===== src/rtl/cim_mem_arbiter.sv =====
// Round-robin arbiter sharing one CIM single-port memory between
// BUS_FSM (0), LOGIC_FSM (1) and MAC (2), with capped locked bursts,
// one-hot memory source drive and a registered per-requester read-valid.
module cim_mem_arbiter #(
   parameter int N_REQ     = 3,
   parameter int ADDR_W    = 10,
   parameter int DATA_W    = 16,
   parameter int MAX_BURST = 8
) (
   input  logic                      clk,
   input  logic                      rst,
   input  logic [N_REQ-1:0]          req,
   input  logic [N_REQ-1:0]          req_wen,
   input  logic [N_REQ-1:0]          req_lock,
   input  logic [N_REQ*ADDR_W-1:0]   req_addr,
   input  logic [N_REQ*DATA_W-1:0]   req_wdata,
   output logic [N_REQ-1:0]          gnt,
   output logic [N_REQ-1:0]          rvalid,
   output logic [DATA_W-1:0]         rdata,
   output logic [N_REQ-1:0]          mem_read_req_src,
   output logic [N_REQ-1:0]          mem_write_req_src,
   output logic [ADDR_W-1:0]         mem_addr,
   output logic [DATA_W-1:0]         mem_wdata,
   input  logic [DATA_W-1:0]         mem_rdata,
   output logic                      err_mac_write
);

   localparam int               IDX_W     = $clog2(N_REQ);
   localparam logic [IDX_W-1:0] MAC_IDX   = IDX_W'(2);
   localparam logic [IDX_W-1:0] LAST_IDX  = IDX_W'(N_REQ - 1);
   localparam logic [7:0]       BURST_MAX = 8'(MAX_BURST);

   typedef enum logic {
      ARB,
      LOCKED
   } state_t;

   state_t            state;
   logic [IDX_W-1:0]  rr_ptr;
   logic [IDX_W-1:0]  owner;
   logic [7:0]        burst_cnt;
   logic [ADDR_W-1:0] addr_hold;
   logic [DATA_W-1:0] wdata_hold;

   logic [IDX_W-1:0]  sel;
   logic [IDX_W-1:0]  cand;
   logic              sel_valid;
   logic              hold_owner;
   logic              sel_wen;
   logic              mac_wr;

   assign rdata = mem_rdata;

   // Pick this cycle's grantee: the locked owner while its burst may continue,
   // otherwise a round-robin scan from rr_ptr; a forced release skips the owner
   // so another requester is served in the same cycle.
   always_comb begin
      hold_owner = 1'b0;
      sel_valid  = 1'b0;
      sel        = '0;
      cand       = '0;
      if (!rst) begin
         if (state == LOCKED && req[owner] && req_lock[owner] && burst_cnt < BURST_MAX) begin
            hold_owner = 1'b1;
            sel_valid  = 1'b1;
            sel        = owner;
         end else begin
            for (int unsigned k = 0; k < N_REQ; k++) begin
               cand = IDX_W'((rr_ptr + k) % N_REQ);
               if (!sel_valid && req[cand] && !(state == LOCKED && cand == owner)) begin
                  sel_valid = 1'b1;
                  sel       = cand;
               end
            end
         end
      end
   end

   // Drive grant and memory interface; MAC writes are consumed but never reach the memory.
   always_comb begin
      sel_wen           = req_wen[sel];
      mac_wr            = sel_valid && sel_wen && (sel == MAC_IDX);
      gnt               = '0;
      mem_read_req_src  = '0;
      mem_write_req_src = '0;
      mem_addr          = addr_hold;
      mem_wdata         = wdata_hold;
      if (sel_valid) begin
         gnt[sel]               = 1'b1;
         mem_read_req_src[sel]  = !sel_wen;
         mem_write_req_src[sel] = sel_wen && !mac_wr;
         mem_addr               = req_addr[32'(sel)*ADDR_W +: ADDR_W];
         mem_wdata              = req_wdata[32'(sel)*DATA_W +: DATA_W];
      end
   end

   // Arbitration state, burst accounting, hold registers, read-valid and MAC-write error.
   always_ff @(posedge clk or posedge rst) begin
      if (rst) begin
         state         <= ARB;
         rr_ptr        <= '0;
         owner         <= '0;
         burst_cnt     <= '0;
         addr_hold     <= '0;
         wdata_hold    <= '0;
         rvalid        <= '0;
         err_mac_write <= 1'b0;
      end else begin
         rvalid <= mem_read_req_src;
         if (mac_wr) begin
            err_mac_write <= 1'b1;
         end
         if (sel_valid) begin
            addr_hold  <= mem_addr;
            wdata_hold <= mem_wdata;
         end
         if (hold_owner) begin
            burst_cnt <= burst_cnt + 8'd1;
         end else begin
            if (state == LOCKED) begin
               state     <= ARB;
               burst_cnt <= '0;
            end
            // A grant made on release may itself open a new burst.
            if (sel_valid) begin
               rr_ptr <= (sel == LAST_IDX) ? '0 : sel + 1'b1;
               if (req_lock[sel] && MAX_BURST > 1) begin
                  state     <= LOCKED;
                  owner     <= sel;
                  burst_cnt <= 8'd1;
               end
            end
         end
      end
   end

endmodule


===== config.mk =====
export PLATFORM = sky130hd
export DESIGN_NAME = cim_mem_arbiter
export DESIGN_NICKNAME = d
export VERILOG_FILES = /design/src/rtl/cim_mem_arbiter.sv
export SDC_FILE = /design/constraint.sdc
export NUM_CORES = 1
export LEC_CHECK = 0
export CAP_MARGIN = 20
export CORE_MARGIN = 3
export CORE_UTILIZATION = 41
export CTS_CLUSTER_SIZE = 28
export DETAILED_ROUTE_END_ITERATION = 8
export GPL_TIMING_DRIVEN = 0
export MAX_ROUTING_LAYER = met4
export PLACE_DENSITY = 0.85
export REMOVE_ABC_BUFFERS = 1
export SLEW_MARGIN = 10
export SYNTH_ARGS = -nofsm -noshare
export SYNTH_HDL_FRONTEND = slang
export SYNTH_SLANG_ARGS = --single-unit
export TNS_END_PERCENT = 1

===== constraint.sdc =====
create_clock -name clk -period 6.9 [get_ports clk]
set_input_delay 1.035 -clock clk [delete_from_list [all_inputs] [get_ports clk]]
set_output_delay 1.035 -clock clk [all_outputs]
set_load 0.02 [all_outputs]

After elaboration in Yosys (flattened, before gate mapping)

Cells that the tools add are included.

Add/subtract/negate cells: 4
Shift operators: 2
Equal/unequal tests: 4
Div/mod/pow operators: 3
Bitwise gates (word level): 3
Reduce and logical (&&, ||, !) cells: 24
Muxes and demuxes: 44
Multiply operators: 1
Order comparisons: 7

Operators by type and width:

| operator                | number |
|---|---|
| $mod A32 B2 Y32 const B | 2 |
| $shiftx A48 B7 Y16      | 1 |
| $mod A2 B2 Y32 const B  | 1 |
| $mux W8                 | 4 |
| $shiftx A30 B7 Y10      | 1 |
| $mux W1                 | 21 |
| $mux W16                | 1 |
| $logic_and A1 B1 Y1     | 15 |
| $lt A2 B3 Y1 const B    | 5 |
| $bmux W1 S2             | 7 |
| $mux W2                 | 6 |
| $mux W10                | 1 |
| $mux W3                 | 3 |
| $add A8 B1 Y8 const B   | 1 |
| $lt A8 B4 Y1 const B    | 1 |
| $logic_not A1 Y1        | 7 |
| $and A3 B3 Y3           | 2 |
| $eq A2 B2 Y1            | 3 |
| $mul A2 B3 Y5 const B   | 1 |
| $add A2 B1 Y3 const B   | 1 |
| $add A2 B2 Y3 const B   | 1 |
| $reduce_and A3 Y1       | 1 |
| $add A2 B1 Y2 const B   | 1 |
| $demux W1 S2            | 1 |
| 4 further kinds         | 4 |

Register bits after elaboration: 43
Output and inout port bits: 55
Bits of input ports: 105

Depth between registers and ports, before layout

Gate-level depths: netlist of run 1.

Word-level depth: 28
Gate-level depth with buffers: 13
Depth with buffers taken out: 10

Worst setup path after synthesis of run 1

Ideal clock, no wire load.

Kind: input to output
Start: input port rst
End: output port mem_addr[3]
Required time: 5.865 ns
Setup slack: 2.461 ns
Stages: 6
Arrival time: 3.404 ns
Cells stage by stage: inv_1 > a41o_4 > buf_6 > buf_2 > a21oi_1 > o21ai_0

Longest elaborated chain between the ends: 4

Ends and longest elaborated chain:

| item               | RTL line | RTL |
|---|---|---|
| start: declaration | 11       | `input logic rst,` |
| $mux W2            | 62       | `if (!rst) begin` |
| $mul A2 B3 Y5      | 92       | `mem_addr = req_addr[32'(sel)*ADDR_W +: ADDR_W];` |
| $shiftx A30 B7 Y10 | 92       |  |
| $mux W10 *         | 88       | `if (sel_valid) begin` |
| end: declaration   | 22       | `output logic [ADDR_W-1:0] mem_addr,` |

Mark *: on every way between the ends. The rest lies on a longest branch, timed or not.

Worst setup path in the final report of run 1

Start: input port req[2]
End: output port mem_addr[8]

Longest elaborated chain between the ends: 21

Ends and longest elaborated chain:

| item                              | RTL line | RTL |
|---|---|---|
| start: declaration                | 12       | `input logic [N_REQ-1:0] req,` |
| $bmux W1 S2                       | 70       | `if (!sel_valid && req[cand] && !(state == LOCKED && cand == owner)) begin` |
| $mux W1 (implied by the code)     | 70       |  |
| $logic_and A1 B1 Y1               | 70       |  |
| $mux W1                           | 70       |  |
| $mux W1                           | 63       | `if (state == LOCKED && req[owner] && req_lock[owner] && burst_cnt < BURST_MAX) begin` |
| $mux W1                           | 62       |  |
| $logic_not A1 Y1                  | 70       |  |
| $logic_and A1 B1 Y1 (2 in series) | 70       |  |
| (+3 left out)                     | --       |  |
| $logic_not A1 Y1                  | 70       |  |
| $logic_and A1 B1 Y1 (2 in series) | 70       |  |
| $mux W2                           | 70       |  |
| $mux W2                           | 63       |  |
| $mux W2                           | 62       |  |
| $mul A2 B3 Y5                     | 92       |  |
| $shiftx A30 B7 Y10                | 92       |  |
| $mux W10 *                        | 88       |  |

Mark *: on every way between the ends. The rest lies on a longest branch, timed or not. The select of a mux whose other input is x is not followed.

==> results of run 1 <==
[sequential cells by signal, summed over array words and instances, names as in the netlist]
name / count
err_mac_write: 1
burst_cnt: 8
addr_hold: 10
state: 1
wdata_hold: 16
rr_ptr: 2
owner: 2
rvalid: 3
[worst max path at each step]
stage	start	to	cells past startpoint	slack [ns]
after CTS	req[0]	mem_wdata[0]	10	1.33
after global routing	req[0]	mem_addr[8]	10	0.99
after floorplan	rst	mem_addr[0]	5	2.10
after detailed placement	req[0]	mem_wdata[0]	10	1.34
final	req[2]	mem_addr[8]	10	1.29
after global placement	rst	mem_wdata[3]	7	-0.08
[synthesized netlist by cell type, types with 2 or more instances]
cell,n
nor3b_1,7
ha_1,3
a211oi_1,2
xnor2_1,6
and3_1,3
nand2_1,60
a21oi_1,9
mux2i_1,3
nor4_1,2
nor2_1,5
a22o_1,4
a22oi_1,8
buf_4,19
a31oi_1,2
buf_6,4
inv_1,5
o21ai_2,2
nor3_4,2
nand3b_1,4
and2_1,6
a222oi_1,17
nand3_1,6
nor2b_1,3
o21ai_0,24
clkbuf_1,7
a21o_1,3
dfrtp_1,43
buf_2,7
[cells in the final DEF (no fill, tap or decap), drive strengths merged, types with 3 or more instances in the layout]
cell type / n
ha: 3
o21ai: 27
buf: 4
a22oi: 8
dfrtp: 43
clkbuf: 6
a211oi: 3
a21o: 3
a222oi: 17
mux2i: 3
nand3b: 4
nor2b: 3
inv: 5
nor3b: 7
nor2: 5
a22o: 5
a21oi: 10
and3: 3
nand2: 60
clkdlybuf4s50: 126
xnor2: 6
and2: 6
nand3: 6
[per-layer routing]
layer | vias to the layer above | wire, um | GRT usage
li1 | 1221 | - | -
met5 | - | 0 | -
met2 | 133 | 3860 | 0.368
met3 | 11 | 719 | 0.0722
met1 | 1219 | 3000 | 0.243
met4 | 0 | 127 | 0.0453
[power breakdown]
group / total, mW / switching, mW / internal (mW)
combinational: 1.46 / 0.798 / 0.659
clock: 0.156 / 0.0854 / 0.0708
sequential: 0.413 / 0.0516 / 0.361
total: 2.03 / 0.935 / 1.09
[layout make-up]
cell class / instances / share of cell area
Clock buffer: 6 / 0.0185
Clock inverter: 2 / 0.00319
Inverter: 5 / 0.00478
Multi-Input combinational cell: 201 / 0.335
Sequential cell: 43 / 0.274
Tap cell: 75 / 0.0239
Timing Repair Buffer: 130 / 0.341
[critical path: stages]
cell and delay, ns:
clkdlybuf4s50_1 0.56, mux2i_1 0.10, o21ai_0 0.22, a22oi_1 0.18
a221o_1 0.42, a41o_4 0.44, nor3_4 0.67, nand2_1 0.19
nand2_1 0.10, clkdlybuf4s50_1 0.61
[stage by stage]
stage | hold WS (ns) | instances | power [mW] | TNS (ns) | cell area (um^2)
6_report | 0.474 | 462 | 2.03 | 0 | 3930
5_1_grt | 0.495 | 462 | 2.19 | 0 | 3930
4_1_cts | 0.477 | 462 | 2.04 | 0 | 3930
3_5_place_dp | 0.456 | 454 | 1.88 | 0 | 3840
3_3_place_gp | 0.442 | 450 | 1.80 | -0.908 | 3760
2_1_floorplan | 0.439 | 249 | 1.27 | 0 | 2400
[kinds of logic (layout without fill, tap and decap cells)]
group / count (synthesis) / after routing / share of synthesized area
AND/OR/NAND/NOR: 105 / 105 / 0.206
other: 1 / 1 / 0.00141
flip-flops: 43 / 43 / 0.406
multiplexers: 4 / 4 / 0.0170
XOR/XNOR: 6 / 6 / 0.0198
adder cells (fa/ha/maj): 3 / 3 / 0.0142
buffers and inverters: 42 / 143 / 0.101
AO/OA/AOI/OAI: 82 / 82 / 0.235
==> impl_results.md, run 1 <==
- Status: complete, no violations
- Mapped cell area: 2650 um^2
- Clock sink count: between 40 and 50
- RR Endpoint: addr_hold[8]
- Sequential area share after synthesis: 0.406
- Synth Register Bits: 43
- Total global-route track usage: 0.214
- Flip-flop and latch area: 1080 um^2
- Required time worst endpoint: 5.86 ns
- Primary FF master, synth: dfrtp_1
- Vias in the first global route: 2671
- PwrDens: around 520 nW/um^2
- DRC Markers: 0
- WHS Path Cells: 1
- Initial Util: 0.435
- CTS Hold Bufs: 0
- Crit path capture type: output pin
- Worst skew pair latency: 0.29 ns
- Post-synth top area share: 0.406
- Post-cts resize count: 0
- Setup slack, reg-to-reg: about 3.6 ns
- R2R Path Start: rr_ptr[0]
- Routed Antenna Nets: 0
- Min-delay worst type: reg2reg
- Synthesis Warnings: 0
- Post-CTS Setup Bufs: 0
- Fin nets: roughly 490
- TritonRoute pass-1 iters: 6
- Final design utilization: 0.644
- HPWL after detailed placement: 5.94 mm
- Ports: 160
- Max Cap Viol: 0
- Number of I/O port buffers: 126
- Number of flops mapped to enable cells by yosys: 0
- Layout cells sized above 1: 0.0594
- Vias/cell: 5.59
- Path depth of the worst reg2reg path: 10
- Drt total wl: 7.71 mm
- Fillers: 497
- H-tree Lvls: 2
- Worst Max-Slew Pin Slew: 0.720 ns
- Leak pwr: around 1.6 nW
- Die height: 86.4 um
- Initial antenna violation count: 0
- Slew Limit Fails: 0
- Worst hold path endpoint: err_mac_write
- Global-route wire length before repair: 12.5 mm
- Type of the worst setup path: in2out
- Largest cells by area after synthesis: dfrtp_1 (41%), nand2_1 (8.5%), a222oi_1 (6.4%)
- Overflow after GRT: 0
- Clock-pin slew on the worst setup and hold paths: 0.08 ns
- 1st-iter DRT viols: approximately 160
- Worst Skew: 0.00861 ns
- Multi-input gate area: between 1000 and 1500 um^2
- Via count: 2584
- Tmin final: 5.61 ns
- Unique masters post-synth: 48
- Diode count: 0
- Hold wc startpoint: err_mac_write
- Drt wl/cell: 16.7 um
- Core Area: 6100 um^2
- Post-synth top area cell: dfrtp_1
- Max Clk Rate: 178 MHz
- Crit path DAT: 4.58 ns
- Num rows: 28
- CTS tree: yes
- RSZ-0062 raised after global routing: false
- Die X: 86.4 um
- Ratio of final minimum period to clock period: 0.813
- Longest Clk Path Bufs: 2
- Final setup viols: 0
- Synth async-reset ratio: 1.00
- Largest net degree at the start of global routing: 42
- Root Buffer: clkbuf_8
- Final WS setup: about 1.3 ns
- Full die area: about 7500 um^2
- Pre-CTS setup slack: 1.34 ns
- Avg Inst Size Synth: about 9 um^2
- CP Max Fanout: between 40 and 50
- TritonCTS buffer count: 5
- Final hold vios: 0
- Max rail drop VDD: between 0.0003 and 0.0004 V
- Slew margin rel.: 0.519
- Gpl congestion: roughly 0.87
- Startpoint Class: input pin
- Cells after Synth: 286
- Area growth, synth to finish: 48.1%
(Power assumes the default switching activity.)
==> inputs of run 2 (changes only) <==
Settings changed: CORE_UTILIZATION 41 to 34, PLACE_DENSITY 0.85 to 0.75.
Clock period 6.9 ns to 4.8 ns, I/O delays scaled along.
==> run 2 against run 1 <==
Clock-buffer cell count unchanged. Total power grew 49%. Die area increased by 19%. Critical path depth unchanged. Register-to-register slack lost 1.9 ns. Clock power grew 72%. Non-clock buffer count increased by 3. Critical path type unchanged. Critical endpoint is now mem_addr[5]. Highest routed layer unchanged.
==> impl_results.md, run 2 (synthesized netlist as in run 1, its figures left out) <==
- Routed Antenna Nets: 0 (unchanged)
- Num rows: 31 (+11%)
- Max Cap Viol: 0 (unchanged)
- HPWL after detailed placement: 6.01 mm (+1.1%)
- TritonCTS buffer count: 5 (unchanged)
- Fin nets: 497 (+0.61%)
- Die height: 94.3 um (+9.1%)
- DR top layer: met4
- Worst Max-Slew Pin Slew: 0.574 ns (-0.145 ns)
- Biggest regs: wdata_hold (16), addr_hold (10), burst_cnt (8)
- CP max stage delay: 0.63 ns (-0.04 ns)
- Initial Util: 0.358 (-0.0771)
- Vias in the first global route: 2616 (-2.1%)
- Switching Share: 0.446 (-0.0157)
- Tmin final: 4.52 ns
- 1st-iter DRT viols: 160 (+1.9%)
- Flip-flop and latch area: 1080 um^2 (unchanged)
- Gate power share: 0.715 (-0.004)
- Gpl congestion: 0.782 (-9.7%)
- Max rail drop VDD: 0.000436 V (+16%)
- Longest Clk Path Bufs: 2 (unchanged)
- Setup slack, reg-to-reg: 1.69 ns (-1.91 ns)
- Max reg flops: 16 (unchanged)
- Worst Skew: 0.00893 ns (+0.000316 ns)
- WL met2: 3.89 mm (+0.65%)
- Diode count: 0 (unchanged)
- Ratio of final minimum period to clock period: 0.943
- Clock share of power: 0.089 (+0.012)
- Status: complete, no violations
- Internal power: 1.68 mW (+54%)
- CTS tree: yes
- Wire length on met3: 670 um (-6.8%)
- TritonRoute pass-1 iters: 5 (-1)
- Number of I/O port buffers: 126 (unchanged)
- H-tree Lvls: 2 (unchanged)
- Total global-route track usage: 0.182 (-0.0320)
- Fillers: 666 (+34%)
- Leak pwr: 1.69 nW (+2.5%)
- Core Area: 7410 um^2 (+22%)
- Worst skew pair latency: 0.29 ns (about the same)
- Global-route wire length before repair: 12.5 mm (unchanged)
- Multi-input gate area: 1320 um^2 (+0.38%)
- Drt wl/cell: 16.0 um (-4.2%)
- Worst-path cell chain: clkdlybuf4s50_1, a211oi_1, or4_4, a21o_1, a41o_4, nor3_4, buf_12, nand2_1, nand2_1, clkdlybuf4s50_1
- Clock sink count: 43 (unchanged)
- Slew Limit Fails: 0 (unchanged)
- CP Max Fanout: 41 (unchanged)
- Area growth, synth to finish: 52.5%
- Startpoint Class: input pin
- Setup TNS: 0 ns (unchanged)
- Overflow after GRT: 0 (unchanged)
- Vias/cell: 5.21 (-6.9%)
- PwrDens: 748 nW/um^2 (+45%)
- Die X: 94.3 um (+9.1%)
- Initial antenna violation count: 0 (unchanged)
- Crit path DAT: 3.80 ns (-0.78 ns)
- Routed metal-1 wire length: 3.16 mm (+5.1%)
- Most frequent cells in the layout: clkdlybuf4s50_1 (125), nand2_1 (60), dfrtp_1 (43), o21ai_0 (22), a222oi_1 (17)
- DRC Markers: 0 (unchanged)
- CP max stage cell: clkdlybuf4s50_1
- Reg with most FFs: wdata_hold
- Design Area, Final: 4040 um^2 (+3.0%)
- Crit path capture type: output pin
- Drt total wl: 7.80 mm (+1.2%)
- Full die area: 8890 um^2 (+19%)
- Final hold vios: 0 (unchanged)
- Root Buffer: clkbuf_8
- Ports: 160 (unchanged)
- Critical path's top delay family: buffers and inverters
- Most common cell after layout, fill and taps aside: clkdlybuf4s50_1
- Min-delay worst type: reg2reg
- Layout cells sized above 1: 0.0668 (+0.00741)
- Reg power frac: 0.196 (-0.008)
- Type of the worst setup path: in2out
- Required time worst endpoint: 4.08 ns (-1.78 ns)
- Max Clk Rate: 221 MHz
- NetSw: 1.35 mW (+44%)
- Placed instance area: 3890 um^2 (+1.2%)
- RSZ-0062 raised after global routing: false
- WP buf/inv: 3 (+1)
- Slew margin rel.: 0.612 (+0.0929)
- Largest net degree at the start of global routing: 42 (unchanged)
- Clock-pin slew on the worst setup and hold paths: 0.08 ns (about the same)
- Final setup viols: 0 (unchanged)
- Via count: 2541 (-1.7%)
-- run 2: cell types whose count changed in the layout (fill, tap and decap cells not counted), sizes merged --
cell / delta
buf: +3
bufinv: +1
clkdlybuf4s50: -1
clkinv: -1
clkinvlp: -1
dlygate4sd2: +1
-- run 2: metrics by stage --
step / power [mW] / cells / worst slack, ns / utilization / hold slack, ns
final: 3.02 / 488 / 0.276 / 0.546 / 0.474
after global routing: 3.28 / 488 / 0.0838 / 0.546 / 0.497
after CTS: 3.04 / 486 / 0.0200 / 0.542 / 0.483
after detailed placement: 2.72 / 478 / -0.236 / 0.525 / 0.463
after global placement: 2.61 / 474 / -1.68 / 0.511 / 0.439
after floorplan: 1.83 / 249 / 0.501 / - / 0.439
-- run 2: final timing paths --
| check | startpoint | to | depth (start not counted) |
|---|---|---|---|
| max | req[0] | mem_addr[5] | 10 |
| min | err_mac_write | err_mac_write | 1 |
| max reg2reg | rr_ptr[0] | owner[0] | 10 |
| min reg2reg | err_mac_write | err_mac_write | 1 |
| max in group asynchronous | rst | burst_cnt[0] | 3 |
| min in group asynchronous | rst | burst_cnt[6] | 2 |
-- run 2: power by group through the flow --
stage,logic [mW],registers [mW],clock network [mW]
global placement,2.01,0.596,0
global route,2.37,0.609,0.296
detailed placement,2.12,0.600,0
finish,2.16,0.593,0.269
floorplan,1.23,0.593,0
CTS,2.16,0.594,0.285
-- run 2: timing repair --
action / 4_1_cts / 5_1_grt
pin swaps: 2 / 1
setup endpoints to repair: 20 / 22
gates resized for setup: 2 / 2
hold buffers: 0 / 0
buffers inserted: 1 / 2
-- run 2: routing by layer --
| layer | up-vias | global-route usage |
|---|---|---|
| li1 | 1226 | - |
| met1 | 1195 | 0.218 |
| met2 | 114 | 0.293 |
| met3 | 6 | 0.0681 |
| met4 | 0 | 0.0433 |
| met5 | - | - |
-- run 2: final cells by class --
cell class	count	area share
tap	99	0.0306
timing repair buffer	133	0.347
clock buffer	6	0.0179
inverter	5	0.00464
sequential	43	0.266
multi-input combinational	201	0.326
clock inverter	1	0.00743
